==> src/rtl/uart_tx_arbiter_if.sv <==
// Requester-side and transmitter-side signal bundle for uart_tx_arbiter.
// The slave modport is the arbiter's view; master is the surrounding system.
interface uart_tx_arbiter_if #(
    parameter int NUM_REQ   = 4,
    parameter int DATA_BITS = 8
);
    localparam int ID_W = (NUM_REQ > 1) ? $clog2(NUM_REQ) : 1;

    logic [NUM_REQ-1:0]           req_valid;
    logic [NUM_REQ*DATA_BITS-1:0] req_data;
    logic [NUM_REQ-1:0]           req_last;
    logic [NUM_REQ-1:0]           req_ready;
    logic                         tx_start;
    logic [DATA_BITS-1:0]         tx_data;
    logic                         tx_busy;
    logic [ID_W-1:0]              grant_id;
    logic                         locked;
    logic                         err_timeout;

    modport master (
        output req_valid, req_data, req_last, tx_busy,
        input  req_ready, tx_start, tx_data, grant_id, locked, err_timeout
    );

    modport slave (
        input  req_valid, req_data, req_last, tx_busy,
        output req_ready, tx_start, tx_data, grant_id, locked, err_timeout
    );
endinterface

==> src/rtl/uart_tx_arbiter.sv <==
// Round-robin, packet-locking arbiter feeding bytes from several requesters
// into a single UART transmitter, with a watchdog on the transmitter's busy response.
module uart_tx_arbiter #(
    parameter int NUM_REQ     = 4,
    parameter int DATA_BITS   = 8,
    parameter int ACK_TIMEOUT = 16
) (
    input  logic             clk,
    input  logic             rst,
    uart_tx_arbiter_if.slave bus
);
    localparam int ID_W  = (NUM_REQ > 1) ? $clog2(NUM_REQ) : 1;
    localparam int CNT_W = $clog2(ACK_TIMEOUT + 1);
    localparam logic [ID_W:0]    NUM_W    = (ID_W+1)'(NUM_REQ);
    localparam logic [ID_W-1:0]  LAST_ID  = ID_W'(NUM_REQ - 1);
    localparam logic [CNT_W-1:0] CNT_LAST = CNT_W'(ACK_TIMEOUT - 1);

    typedef enum logic [1:0] {
        IDLE      = 2'd0,
        ISSUE     = 2'd1,
        WAIT_BUSY = 2'd2,
        WAIT_DONE = 2'd3
    } state_t;

    state_t               state_reg, state_next;
    logic [ID_W-1:0]      rr_ptr_reg;
    logic [ID_W-1:0]      grant_id_reg;
    logic                 locked_reg;
    logic [DATA_BITS-1:0] tx_data_reg;
    logic [CNT_W-1:0]     cnt_reg;

    logic [ID_W-1:0]      rot_idx  [NUM_REQ];
    logic [DATA_BITS-1:0] data_arr [NUM_REQ];
    logic                 win_found;
    logic [ID_W-1:0]      win_idx;
    logic                 xfer;
    logic                 timeout;

    function automatic logic [ID_W-1:0] wrap_inc(input logic [ID_W-1:0] v);
        return (v == LAST_ID) ? '0 : v + 1'b1;
    endfunction

    // rot_idx[k] is the requester visited k steps after rr_ptr in the search order.
    generate
        for (genvar gi = 0; gi < NUM_REQ; gi++) begin : g_req
            logic [ID_W:0] rot_sum;
            logic [ID_W:0] rot_wrap;
            assign rot_sum      = {1'b0, rr_ptr_reg} + (ID_W+1)'(gi);
            assign rot_wrap     = rot_sum - NUM_W;
            assign rot_idx[gi]  = (rot_sum >= NUM_W) ? rot_wrap[ID_W-1:0] : rot_sum[ID_W-1:0];
            assign data_arr[gi] = bus.req_data[gi*DATA_BITS +: DATA_BITS];
            assign bus.req_ready[gi] = xfer && (win_idx == ID_W'(gi));
        end
    endgenerate

    always_comb begin
        win_found = 1'b0;
        win_idx   = grant_id_reg;
        if (locked_reg) begin
            win_found = bus.req_valid[grant_id_reg];
        end else begin
            // Descending scan so the closest valid requester to rr_ptr is kept last.
            for (int k = NUM_REQ - 1; k >= 0; k--) begin
                if (bus.req_valid[rot_idx[k]]) begin
                    win_found = 1'b1;
                    win_idx   = rot_idx[k];
                end
            end
        end
    end

    assign xfer = (state_reg == IDLE) && win_found;

    always_comb begin
        state_next = state_reg;
        timeout    = 1'b0;
        case (state_reg)
            IDLE:      if (xfer) state_next = ISSUE;
            ISSUE:     state_next = WAIT_BUSY;
            WAIT_BUSY: begin
                if (bus.tx_busy) begin
                    state_next = WAIT_DONE;
                end else if (cnt_reg == CNT_LAST) begin
                    timeout    = 1'b1;
                    state_next = IDLE;
                end
            end
            WAIT_DONE: if (!bus.tx_busy) state_next = IDLE;
            default:   state_next = IDLE;
        endcase
    end

    always_ff @(posedge clk or posedge rst) begin
        if (rst) begin
            state_reg    <= IDLE;
            rr_ptr_reg   <= '0;
            grant_id_reg <= '0;
            locked_reg   <= 1'b0;
            tx_data_reg  <= '0;
            cnt_reg      <= '0;
        end else begin
            state_reg <= state_next;
            if (xfer) begin
                tx_data_reg  <= data_arr[win_idx];
                grant_id_reg <= win_idx;
                locked_reg   <= !bus.req_last[win_idx];
                if (bus.req_last[win_idx]) begin
                    rr_ptr_reg <= wrap_inc(win_idx);
                end
            end
            if (timeout) begin
                locked_reg <= 1'b0;
                rr_ptr_reg <= wrap_inc(grant_id_reg);
            end
            if (state_reg == ISSUE) begin
                cnt_reg <= '0;
            end else if (state_reg == WAIT_BUSY && !bus.tx_busy && !timeout) begin
                cnt_reg <= cnt_reg + 1'b1;
            end
        end
    end

    assign bus.tx_start    = (state_reg == ISSUE);
    assign bus.tx_data     = tx_data_reg;
    assign bus.grant_id    = grant_id_reg;
    assign bus.locked      = locked_reg;
    assign bus.err_timeout = timeout;
endmodule

==> src/flat_wrapper.sv <==
// flat-port wrapper written by rule: the top's interface ports become plain ports
module uart_tx_arbiter_flat 
#(
    parameter int NUM_REQ     = 4,
    parameter int DATA_BITS   = 8,
    parameter int ACK_TIMEOUT = 16
)
  (clk, rst, bus_req_valid, bus_req_data, bus_req_last, bus_tx_busy, bus_req_ready, bus_tx_start, bus_tx_data, bus_grant_id, bus_locked, bus_err_timeout);
  uart_tx_arbiter_if #(.NUM_REQ(NUM_REQ), .DATA_BITS(DATA_BITS)) bus_i ();
  input  logic clk;
  input  logic rst;
  input wire logic [$bits(bus_i.req_valid)-1:0] bus_req_valid;
  input wire logic [$bits(bus_i.req_data)-1:0] bus_req_data;
  input wire logic [$bits(bus_i.req_last)-1:0] bus_req_last;
  input wire logic [$bits(bus_i.tx_busy)-1:0] bus_tx_busy;
  output wire logic [$bits(bus_i.req_ready)-1:0] bus_req_ready;
  output wire logic [$bits(bus_i.tx_start)-1:0] bus_tx_start;
  output wire logic [$bits(bus_i.tx_data)-1:0] bus_tx_data;
  output wire logic [$bits(bus_i.grant_id)-1:0] bus_grant_id;
  output wire logic [$bits(bus_i.locked)-1:0] bus_locked;
  output wire logic [$bits(bus_i.err_timeout)-1:0] bus_err_timeout;
  assign bus_i.req_valid = bus_req_valid;
  assign bus_i.req_data = bus_req_data;
  assign bus_i.req_last = bus_req_last;
  assign bus_i.tx_busy = bus_tx_busy;
  assign bus_req_ready = bus_i.req_ready;
  assign bus_tx_start = bus_i.tx_start;
  assign bus_tx_data = bus_i.tx_data;
  assign bus_grant_id = bus_i.grant_id;
  assign bus_locked = bus_i.locked;
  assign bus_err_timeout = bus_i.err_timeout;
  uart_tx_arbiter #(.NUM_REQ(NUM_REQ), .DATA_BITS(DATA_BITS), .ACK_TIMEOUT(ACK_TIMEOUT)) u_core (.clk(clk), .rst(rst), .bus(bus_i));
endmodule
==> config.mk <==
export PLATFORM = sky130hd
export DESIGN_NAME = uart_tx_arbiter_flat
export DESIGN_NICKNAME = d
export VERILOG_FILES = /design/src/rtl/uart_tx_arbiter_if.sv /design/src/rtl/uart_tx_arbiter.sv /design/src/flat_wrapper.sv
export SDC_FILE = /design/constraint.sdc
export NUM_CORES = 1
export LEC_CHECK = 0
export BUFFER_PORTS_ARGS = -buffer_cell sky130_fd_sc_hd__buf_2
export CAP_MARGIN = 20
export CELL_PAD_IN_SITES_DETAIL_PLACEMENT = 1
export CELL_PAD_IN_SITES_GLOBAL_PLACEMENT = 1
export CORE_MARGIN = 2
export CORE_UTILIZATION = 33
export CTS_BUF_LIST = sky130_fd_sc_hd__clkbuf_16
export CTS_CLUSTER_DIAMETER = 80
export DETAILED_ROUTE_END_ITERATION = 8
export HOLD_SLACK_MARGIN = 0.02
export PLACE_DENSITY = 0.72
export REMOVE_ABC_BUFFERS = 1
export SETUP_SLACK_MARGIN = 0.4
export SLEW_MARGIN = 20
export SYNTH_ARGS = -nofsm -noshare
export SYNTH_HDL_FRONTEND = slang
export SYNTH_SLANG_ARGS = --single-unit
export TNS_END_PERCENT = 50
==> constraint.sdc <==
create_clock -name clk -period 2.64 [get_ports clk]
set_clock_uncertainty 0.15 [all_clocks]
set_input_delay 0.528 -clock clk [delete_from_list [all_inputs] [get_ports clk]]
set_output_delay 0.528 -clock clk [all_outputs]
set_load 0.01 [all_outputs]
==> impl_metrics.env <==
export IMPL_status="finished, violations left"
export IMPL_violations="setup timing"
export IMPL_synth_area_mm2=0.001654
export IMPL_antenna_found_initial=0
export IMPL_grt_pass1_wl_um=8666
export IMPL_ff2ff_setup_slack_ps=50
export IMPL_crit_path_end_kind="output port"
export IMPL_drc=0
export IMPL_cts_hold_buf=0
export IMPL_coreArea_mm2=0.004786
export IMPL_crit_reg2reg_launch="u_core.rr_ptr_reg[0]$_DFFE_PP0P_"
export IMPL_layout_setup_ws_ps=-250.3
export IMPL_tns_ps=-921.2
export IMPL_path_clk_slew_ps=60
export IMPL_routabilityCongestion=0.8143
export IMPL_rsz0062_at_grt="true"
export IMPL_ys_warn_count=0
export IMPL_dpl_cell_area_mm2=0.002170
export IMPL_setup_violations=4
export IMPL_hold_viol_final=0
export IMPL_start_kind="flop"
export IMPL_routed_wl_um=5733
export IMPL_power_density_mw_per_mm2=1216
export IMPL_final_cell_mix="buf_2, buf_4, mux2i_1, dfrtp_1, nand2_1"
export IMPL_drv_cap=0
export IMPL_crit_path_end="bus_req_ready[2]"
export IMPL_syn_avg_cell_area_um2=10.15
export IMPL_period_needed_ps=2890
export IMPL_fmaxAchievable_mhz=346.0
export IMPL_clk_latency_ps=250
export IMPL_post_dp_hpwl_um=3732
export IMPL_yosysSeqAreaShare_pct=30.26
export IMPL_pin_count=60
export IMPL_htree_levels=1
export IMPL_chipWidth_um=74.80
export IMPL_r2r_end="u_core.bus.tx_data[4]$_DFFE_PP0P_"
export IMPL_cp_slowest_cell="dfrtp_2"
export IMPL_wl_per_cell_um=17.59
export IMPL_yosys_area_top_type="dfrtp_1"
export IMPL_start_util_pct=34.56
export IMPL_fp_row_count=25
export IMPL_crit_chain="mux2i_1 -> a311oi_1 -> o311ai_2 -> buf_4 -> o311ai_4 -> inv_4 -> ha_4 -> and2_4 -> buf_6"
export IMPL_die_area_mm2=0.005595
export IMPL_n_antenna_cell=0
export IMPL_cts_buffer_depth=2
export IMPL_r2r_cells=11
export IMPL_first_global_vias=1730
export IMPL_cts_buffers_inserted=3
export IMPL_postRouteAntennaNets=0
export IMPL_largest_reg_flops=8
export IMPL_drtPass1Iterations=4
export IMPL_crit_type="reg -> out"
export IMPL_design_area_mm2=0.002589
export IMPL_critPathRequiredTime_ps=1960
export IMPL_critical_path_peak_fanout=6
export IMPL_clockRootBuffer="clkbuf_16"
export IMPL_p_leak_nw=1.269
export IMPL_syn2layout_area_growth_pct=56.51
export IMPL_drt_iter0_drc=64
export IMPL_period_share_pct=109.5
export IMPL_cts_tree="yes"
export IMPL_grt_max_degree=21
export IMPL_overflow=0
export IMPL_yosys_top_cells_area="dfrtp_1, mux2i_1, mux2_2, ha_1, buf_6"
export IMPL_synth_top_area_share_pct=30.26
export IMPL_cp_startpoint="u_core.rr_ptr_reg[1]$_DFFE_PP0P_"
export IMPL_slew_viol_final=0
export IMPL_gr_usage_all_layers_pct=20.10
export IMPL_yosys_register_bits=20
export IMPL_slew_headroom_pct=46.79
export IMPL_final_common_cell="buf_2"
export IMPL_ys_types=47
export IMPL_nets=310
export IMPL_worst_slew_pin_slew_ps=797.2
export IMPL_cts_sinks=20
export IMPL_critPathMaxStageDelay_ps=440
export IMPL_hold_path_class="in -> async"
export IMPL_layout_drive_gt1_share_pct=59.07
export IMPL_cp_arrival_ps=2210
export IMPL_dr_total_vias=1668
export IMPL_ir_drop_mv=0.6176
export IMPL_synthCells=163
export IMPL_die_y_um=74.80
export IMPL_post_drt_via_cell_ratio=5.117
export IMPL_portBuffers=59
export IMPL_final_util_pct=54.09
==> worst max-delay path, delay by kind of cell (launching register included) <==
| kind | cells | cell delay, ps |
|---|---|---|
| flops | 1 | 440 |
| simple gates | 1 | 140 |
| mux | 1 | 260 |
| fa+ha+maj | 1 | 130 |
| buf+inv | 3 | 380 |
| compound gates | 3 | 600 |
==> worst min path at each step <==
stage	start	end	slack (ps)	depth (start not counted)
4_1_cts	rst	u_core.bus.tx_data[5]$_DFFE_PP0P_	310	2
3_5_place_dp	u_core.bus.tx_data[4]$_DFFE_PP0P_	u_core.bus.tx_data[4]$_DFFE_PP0P_	340	1
3_3_place_gp	u_core.bus.tx_data[6]$_DFFE_PP0P_	u_core.bus.tx_data[6]$_DFFE_PP0P_	340	1
5_1_grt	rst	u_core.bus.tx_data[5]$_DFFE_PP0P_	350	2
2_1_floorplan	u_core.cnt_reg[4]$_DFFE_PP0P_	u_core.cnt_reg[4]$_DFFE_PP0P_	320	2
6_report	rst	u_core.bus.tx_data[5]$_DFFE_PP0P_	270	2
==> cell type report <==
type | count | area, µm²
Tap cell | 67 | 83.83
Timing Repair Buffer | 101 | 659.4
Clock buffer | 3 | 75.07
Inverter | 7 | 28.78
Multi-Input combinational cell | 127 | 1234
Clock inverter | 1 | 3.754
Sequential cell | 20 | 504.2
Fill cell | 555 | 2197
==> cell usage after synthesis, drive strengths merged <==
cell    instances
nand2          12
a311oi          1
clkbuf          3
dfrtp          20
a31oi           2
nor4bb          2
a22oi           1
o211ai          3
o211a           1
nor3            5
o221ai          1
buf             6
nor4b           1
a21oi           1
nand3b          1
a221o           1
or2b            1
nand4           1
nand3           2
a211oi          2
nor2            9
ha              7
a21boi          1
mux2i          29
mux4            1
and3            2
o311ai          2
a21bo           1
nor2b           4
inv             7
o31a            1
and2            4
mux2           12
o31ai           1
nand2b          3
nor3b           1
or2             2
o21ai           8
or4             1
==> what timing repair did <==
action	CTS	global route
gates resized for setup	32	20
setup buffers	11	4
setup endpoints to repair	16	19
endpoints found under the hold margin	0	0
pin swaps	13	14
==> power by group <==
part | internal (mW) | switching, mW
Combinational | 1.21 | 0.983
Clock | 0.202 | 0.118
Sequential | 0.446 | 0.191
==> per-stage QoR <==
stage	worst slack, ps	power (mW)	instances	hold slack (ps)
2_1_floorplan	-115.6	1.587	154	319.6
3_3_place_gp	-137.8	2.236	307	336.1
3_5_place_dp	-163.0	2.288	307	342.6
4_1_cts	-133.3	2.977	322	307.8
5_1_grt	-389.1	3.348	326	353.0
6_report	-250.3	3.147	326	267.4
==> layer usage <==
layer / track usage (%) / vias to the layer above / share of wire [%]
met4: 3.373 / 0 / 1.0
met2: 36.18 / 41 / 53
met1: 25.87 / 828 / 42
met5: 0 / - / 0
li1: - / 791 / -
met3: 3.079 / 8 / 3.6
==> cells by family after synthesis <==
logic type      share of synthesized area [%]
simple gates                            18.46
mux                                     27.31
compound gates                          12.94
flops                                   30.26
buf+inv                                 5.749
fa+ha+maj                               5.295
Note: power is estimated with default switching activity, not from simulation.
